--- config.mk ---
export PLATFORM = sky130hd
export DESIGN_NAME = data_sync_launcher
export DESIGN_NICKNAME = d
export VERILOG_FILES = /design/src/rtl/data_sync_launcher.sv
export SDC_FILE = /design/constraint.sdc
export NUM_CORES = 1
export LEC_CHECK = 0
export CAP_MARGIN = 30
export CORE_AREA = 2 2 45 47
export CTS_BUF_LIST = sky130_fd_sc_hd__clkbuf_4 sky130_fd_sc_hd__clkbuf_8
export CTS_CLUSTER_SIZE = 12
export DETAILED_ROUTE_END_ITERATION = 7
export DIE_AREA = 0 0 47 49
export HOLD_SLACK_MARGIN = 0.08
export MAX_ROUTING_LAYER = met4
export PLACE_DENSITY_LB_ADDON = 0.15
export SLEW_MARGIN = 20
export SYNTH_ARGS = -nofsm -noshare
export SYNTH_HDL_FRONTEND = slang
export SYNTH_SLANG_ARGS = --single-unit
--- constraint.sdc ---
create_clock -name i_CLK -period 1.4 [get_ports i_CLK]
set_input_delay 0.21 -clock i_CLK [delete_from_list [all_inputs] [get_ports i_CLK]]
set_output_delay 0.21 -clock i_CLK [all_outputs]
set_load 0.01 [all_outputs]
--- src/rtl/data_sync_launcher.sv ---
// data_sync_launcher
//   Source-side launcher for a two-flop multi-bit synchronizer. A word accepted over
//   valid/ready is registered onto a bus that is held stable. A level enable is raised
//   on the same edge as the bus update. The destination synchronizes the enable and
//   captures the bus when it sees the enable rise. The enable timing is set in one of
//   two ways:
//   - Timed mode (USE_ACK=0): the enable stays high for ENABLE_CYCLES cycles, then low
//     for GAP_CYCLES cycles.
//   - Ack mode (USE_ACK=1): a 4-phase handshake on i_bus_ack, synchronized locally.
//
// Ports
//   i_CLK, i_RST   source clock, asynchronous active-high reset
//   i_data         word to launch
//   i_data_valid   i_data is valid
//   o_data_ready   launcher can accept a word (decoded from state)
//   i_bus_ack      asynchronous acknowledge from destination (ack mode only)
//   o_unsync_bus   registered bus to the destination synchronizer
//   o_bus_enable   registered level enable to the destination synchronizer
//   o_done         one-cycle pulse when a transfer completes
module data_sync_launcher #(
    parameter int unsigned BUS_WIDTH     = 8,
    parameter int unsigned NUM_STAGES    = 2,
    parameter int unsigned USE_ACK       = 0,
    parameter int unsigned ENABLE_CYCLES = 4,
    parameter int unsigned GAP_CYCLES    = 4
) (
    input  logic                 i_CLK,
    input  logic                 i_RST,
    input  logic [BUS_WIDTH-1:0] i_data,
    input  logic                 i_data_valid,
    output logic                 o_data_ready,
    input  logic                 i_bus_ack,
    output logic [BUS_WIDTH-1:0] o_unsync_bus,
    output logic                 o_bus_enable,
    output logic                 o_done
);

    localparam bit          AckMode   = (USE_ACK != 0);
    localparam int unsigned MaxCycles = (ENABLE_CYCLES > GAP_CYCLES) ? ENABLE_CYCLES
                                                                     : GAP_CYCLES;
    localparam int unsigned CntWidth  = $clog2(MaxCycles + 1);

    // Terminal counts: the counter restarts at 0 on the edge that enters each phase.
    localparam logic [CntWidth-1:0] EnableLast = CntWidth'(ENABLE_CYCLES - 1);
    localparam logic [CntWidth-1:0] GapLast    = CntWidth'(GAP_CYCLES - 1);

    typedef enum logic [1:0] {
        StIdle,
        StReq,
        StRelease
    } state_e;

    state_e                state_q, state_d;
    logic [CntWidth-1:0]   cnt_q, cnt_d;
    logic [BUS_WIDTH-1:0]  bus_q, bus_d;
    logic                  enable_q, enable_d;
    logic                  done_q, done_d;
    logic [NUM_STAGES-1:0] ack_sync_q;
    logic                  ack_sync;
    logic                  accept;

    assign ack_sync = ack_sync_q[NUM_STAGES-1];

    // In ack mode, a stale ack still high from the previous transfer holds off acceptance.
    assign o_data_ready = (state_q == StIdle) && !i_RST && !(AckMode && ack_sync);
    assign accept       = i_data_valid && o_data_ready;

    assign o_unsync_bus = bus_q;
    assign o_bus_enable = enable_q;
    assign o_done       = done_q;

    always_ff @(posedge i_CLK or posedge i_RST) begin
        if (i_RST) begin
            ack_sync_q <= '0;
        end else begin
            ack_sync_q <= {ack_sync_q[NUM_STAGES-2:0], i_bus_ack};
        end
    end

    always_ff @(posedge i_CLK or posedge i_RST) begin
        if (i_RST) begin
            state_q  <= StIdle;
            cnt_q    <= '0;
            bus_q    <= '0;
            enable_q <= 1'b0;
            done_q   <= 1'b0;
        end else begin
            state_q  <= state_d;
            cnt_q    <= cnt_d;
            bus_q    <= bus_d;
            enable_q <= enable_d;
            done_q   <= done_d;
        end
    end

    always_comb begin
        state_d  = state_q;
        cnt_d    = cnt_q;
        bus_d    = bus_q;
        enable_d = enable_q;
        done_d   = 1'b0;

        case (state_q)
            StIdle: begin
                // Bus and enable change together; the receiver's enable synchronizer
                // provides the bus setup margin.
                if (accept) begin
                    bus_d    = i_data;
                    enable_d = 1'b1;
                    cnt_d    = '0;
                    state_d  = StReq;
                end
            end
            StReq: begin
                if (AckMode) begin
                    if (ack_sync) begin
                        enable_d = 1'b0;
                        state_d  = StRelease;
                    end
                end else if (cnt_q == EnableLast) begin
                    enable_d = 1'b0;
                    cnt_d    = '0;
                    state_d  = StRelease;
                end else begin
                    cnt_d = cnt_q + 1'b1;
                end
            end
            StRelease: begin
                if (AckMode) begin
                    if (!ack_sync) begin
                        done_d  = 1'b1;
                        state_d = StIdle;
                    end
                end else if (cnt_q == GapLast) begin
                    done_d  = 1'b1;
                    cnt_d   = '0;
                    state_d = StIdle;
                end else begin
                    cnt_d = cnt_q + 1'b1;
                end
            end
            default: begin
                state_d = StIdle;
            end
        endcase
    end

endmodule

[Yosys cells after proc, flatten, opt, wreduce, memory -nomap -nowiden]
Index checks and enable logic that the tools add are counted.
Storage, ports and cells
  output and inout bits: 11
  bits in registers: 15
  word-level logic and storage cells: 35
  input port bits: 12
Cells by class
  equality and inequality tests: 6
  add/sub/neg operators: 1
  multiplexer cells: 12
  reductions and logical operators: 11
Operators by type and width (number)
  2-bit two-way mux: 3
  3-bit two-way mux: 2
  2-bit inequality test, second input constant: 3
  2-bit case mux with 3 select lines: 1
  3-bit case mux with 2 select lines: 1
  3-bit AND reduction: 2
  1-bit two-way mux: 4
  2-bit AND reduction: 2
  2-bit nonzero test: 2
  3-bit by 1-bit adder with 3-bit output, second input constant: 1
  3-bit by 2-bit equality test with 1-bit output, second input constant: 1
  2-bit by 1-bit equality test with 1-bit output, second input constant: 1
  2-bit equality test, second input constant: 1
  1-bit logical AND: 2
  2-bit zero test: 1
  1-bit case mux with 2 select lines: 1
  2-bit OR reduction: 1
  1-bit zero test: 1

[Longest topological paths before layout]
Gate-level depths: netlist (run 1).
  depth after elaboration: 5
  depth in mapped cells: 6
  depth with buffers taken out: 5

[Worst setup path after synthesis (run 1)]
Ideal clock, no wire load.
  kind: register to register
  start: register state_q[0]
  end: register state_q[0]
  arrival time: 1.347 ns
  clock period less this slack: 1.471 ns
  cell stages (with the launch flop): 6
  data required time: 1.275 ns
  setup slack: -0.071 ns
  cell sequence: dfrtp_1 -> inv_1 -> ha_1 -> nand3b_4 -> a2bb2oi_1 -> mux2_2
On the way
  longest elaborated chain between the ends: 5
  elaborated cells on any way between the ends: 10
RTL lines
  from (decl): RTL line 53  | state_e state_q, state_d;
  from (signal assigned): RTL line 82  | state_q <= StIdle;
  from (signal assigned): RTL line 88  | state_q <= state_d;
  2-bit zero test: RTL line 65, 103
  1-bit logical AND: RTL line 65  | assign o_data_ready = (state_q == StIdle) && !i_RST && !(AckMode && ack_sync);
  1-bit logical AND: RTL line 66  | assign accept = i_data_valid && o_data_ready;
  2-bit inequality test (no source line)
  3-bit AND reduction (no source line)
Several ways; a longest one is shown, not always the timed one.
A chain may end at the register's enable or synchronous reset.

[Worst setup path in the final report (run 1)]
  start: register state_q[0]
  end: register state_q[1]
Same word-level chain as after synthesis.

==> impl_metrics.json, run 1 <==
{
  "status": "finished with violations",
  "violations": "negative setup slack",
  "port-buffer-count": 21,
  "cts_sinks": 15,
  "maxCapViolCount": 0,
  "drt-pass1-iter-count": 2,
  "multi_input_area_um2": 377,
  "peakVddDrop_mv": 1.37,
  "power_frac_seq": 0.280,
  "die_y_um": 49,
  "synthXorXnorAreaFrac": 0,
  "swShare": 0.322,
  "coreArea_um2": 1840,
  "synth-seq-area-share": 0.516,
  "fin_crit_ps": 1480,
  "die_w_um": 47,
  "synth_compound_area_frac": 0.0826,
  "ctsLongestPathBuffers": 2,
  "final_area_um2": 1190,
  "synth_cells": 51,
  "grt_pass1_vias": 538,
  "ios": 23,
  "utilization": 0.645,
  "worst_ep_required_time_ps": 1580,
  "fillers": 156,
  "register_area_um2": 375,
  "area_delta_synth_final_pct": 63.5,
  "cts_htree_levels": 1,
  "slowest_stage": "dfrtp_1",
  "cts_tree": "built",
  "r2r-end": "state_q[1]$_DFFE_PP0P_",
  "timing.fmax_mhz": 675,
  "num_antenna_cells": 0,
  "gp_congestion": 0.660,
  "clock_skew_ps": 3.48,
  "layout_common_cells": "15 x dfrtp_1, 15 x buf_4, 10 x clkdlybuf4s50_1",
  "muxShareOfSynthArea": 0.176,
  "drt_iter0_drc": 2,
  "startpoint": "state_q[0]$_DFFE_PP0P_",
  "synth_top_family_by_area": "multiplexers",
  "crit_chain": "inv_2 -> ha_4 -> buf_6 -> nand3b_4 -> a2bb2oi_4 -> mux2_4",
  "finalHoldViolCount": 0,
  "antenna_found_initial": 0,
  "yosysUniqueCellTypes": 18,
  "fin_crit_sh": 1.06,
  "hold_buffers": 0,
  "drt_wl_total_mm": 1.44,
  "rsz0062_at_grt": "yes",
  "yosysWarnings": 0,
  "initial_core_util": 0.395,
  "pre_cts_ws_ps": -130,
  "r2r_cells": 6,
  "drc": 0,
  "worst_slew_pin_slew_ps": 200,
  "root_buffer": "clkbuf_4",
  "fp-row-count": 16,
  "vias_per_cell": 4.66,
  "cts_made_buffers": 3,
  "fin_nets": 111,
  "power.density_nw_per_um2": 2160,
  "end_kind": "flop",
  "crit_path_max_incr_delay_ps": 410,
  "placed_area_um2": 1080,
  "ant_nets": 0,
  "worstPathArrival_ps": 1670,
  "critPathLaunchType": "flop",
  "critPathKind": "flop to flop",
  "relSlewSlack": 0.867,
  "grt-ovfl-total": 0,
  "drv_slew": 0,
  "ys_top_cells_by_area": "dfrtp_1 52%, ha_1 10%, mux2_2 9.3%",
  "clock_latency_ps": 290,
  "drive_gt1_frac": 0.457,
  "power_switching_w": 0.000824,
  "yosys.area_share.simple": 0.0861,
  "wl_per_cell_um": 12.1,
  "syn_area_per_cell_um2": 14.3,
  "hold-worst-slack_ps": 278,
  "netlist_area_um2": 727,
  "path_max_fanout": 6,
  "power.share.clock": 0.107,
  "ys_seq_elements": 15,
  "power.leakage_nw": 0.650,
  "hpwlAfterDp_mm": 1.01,
  "report.final.setup_viol": 11,
  "yosysTopAreaCell": "dfrtp_1",
  "synth.top_cell.area_share": 0.516,
  "pwr-share-comb": 0.613,
  "grt_start_max_net_pins": 16,
  "grt_usage": 0.140,
  "min_path_type": "primary input to async pin",
  "clk_pin_slew_worst_paths_ps": 90,
  "finalWorstSetupSlack_ps": -81.5,
  "grt_pass1_wl_mm": 2.19,
  "synth_fa_ha_area_frac": 0.103,
  "synth_fp_nets": 69,
  "r2r_setup_slack_ps": -80,
  "worst_r2r_startpoint": "state_q[0]$_DFFE_PP0P_",
  "vias": 554,
  "die_area_um2": 2300,
  "intPower_w": 0.00174
}
==> power by group through the flow <==
stage | clock [W] | combinational (W) | sequential, W
2_1_floorplan | 0 | 0.000679 | 0.000796
3_3_place_gp | 0 | 0.00136 | 0.000726
3_5_place_dp | 0 | 0.00137 | 0.000737
4_1_cts | 0.000282 | 0.00155 | 0.000727
5_1_grt | 0.000307 | 0.00170 | 0.000741
6_report | 0.000273 | 0.00157 | 0.000719
==> worst max path at each step <==
| stage | end | slack (ps) | depth (start not counted) |
|---|---|---|---|
| final | state_q[1]$_DFFE_PP0P_ | -80 | 6 |
| after global routing | state_q[0]$_DFFE_PP0P_ | -150 | 6 |
| after CTS | state_q[1]$_DFFE_PP0P_ | -80 | 6 |
| after detailed placement | o_data_ready | -130 | 5 |
| after global placement | o_data_ready | -110 | 5 |
| after floorplan | state_q[0]$_DFFE_PP0P_ | 20 | 5 |
==> worst max-delay path: cells and delay by family, from the launching register on <==
kind	cells	cell delay (ps)
mux	1	310
buf+inv	2	200
simple gates	1	120
fa+ha+maj	1	150
flops	1	410
compound gates	1	180
==> what timing repair did <==
item                       in CTS  in global routing
resized for setup              17                  9
gates cloned                    0                  0
pin swaps                       4                  4
setup endpoints to repair      17                 23
setup buffers                   4                  2
==> per-layer routing <==
metal  global-route usage  routed length (um)
met1                0.140                 616
met2                0.231                 656
met3               0.0370                 126
met4               0.0833                  36
met5                    -                   0
==> synth_stat cells (all sizes together) <==
library cell	instances
o21a	1
and2b	1
nor2	3
dfrtp	15
inv	4
nand2	1
a32o	2
a2bb2oi	1
and2	1
a31oi	1
ha	6
o21ba	1
nand3b	1
mux2	10
buf	1
a21boi	1
nor2b	1
==> layout make-up <==
| type | instances | share of cell area |
|---|---|---|
| Timing Repair Buffer | 38 | 0.301 |
| Multi-Input combinational cell | 31 | 0.317 |
| Tap cell | 27 | 0.0284 |
| Sequential cell | 15 | 0.316 |
| Clock buffer | 4 | 0.0253 |
| Inverter | 4 | 0.0126 |
==> cells by family (layout without fill, tap and decap cells) <==
group | after synthesis | in the layout
compound gates | 7 | 7
fa+ha+maj | 6 | 6
buf+inv | 5 | 46
flops | 15 | 15
mux | 10 | 10
simple gates | 8 | 8
==> registers in the layout, indices dropped and copies added, names as in the netlist <==
name / cells
cnt_q: 3
o_done: 1
o_bus_enable: 1
state_q: 2
o_unsync_bus: 8
==> metrics by stage <==
stage / std cells / power [W] / TNS (ps)
global placement: 111 / 0.00208 / -889
CTS: 117 / 0.00256 / -606
finish: 119 / 0.00256 / -663
floorplan: 51 / 0.00148 / 0
detailed placement: 111 / 0.00211 / -1360
global route: 119 / 0.00275 / -1810
(Power assumes the default switching activity.)
==> inputs of run 2 (changes only) <==
GPL_ROUTABILITY_DRIVEN = 0   (was not set)
==> results of run 2 <==
Final layout, timing and power as in run 1 (identical DEF).
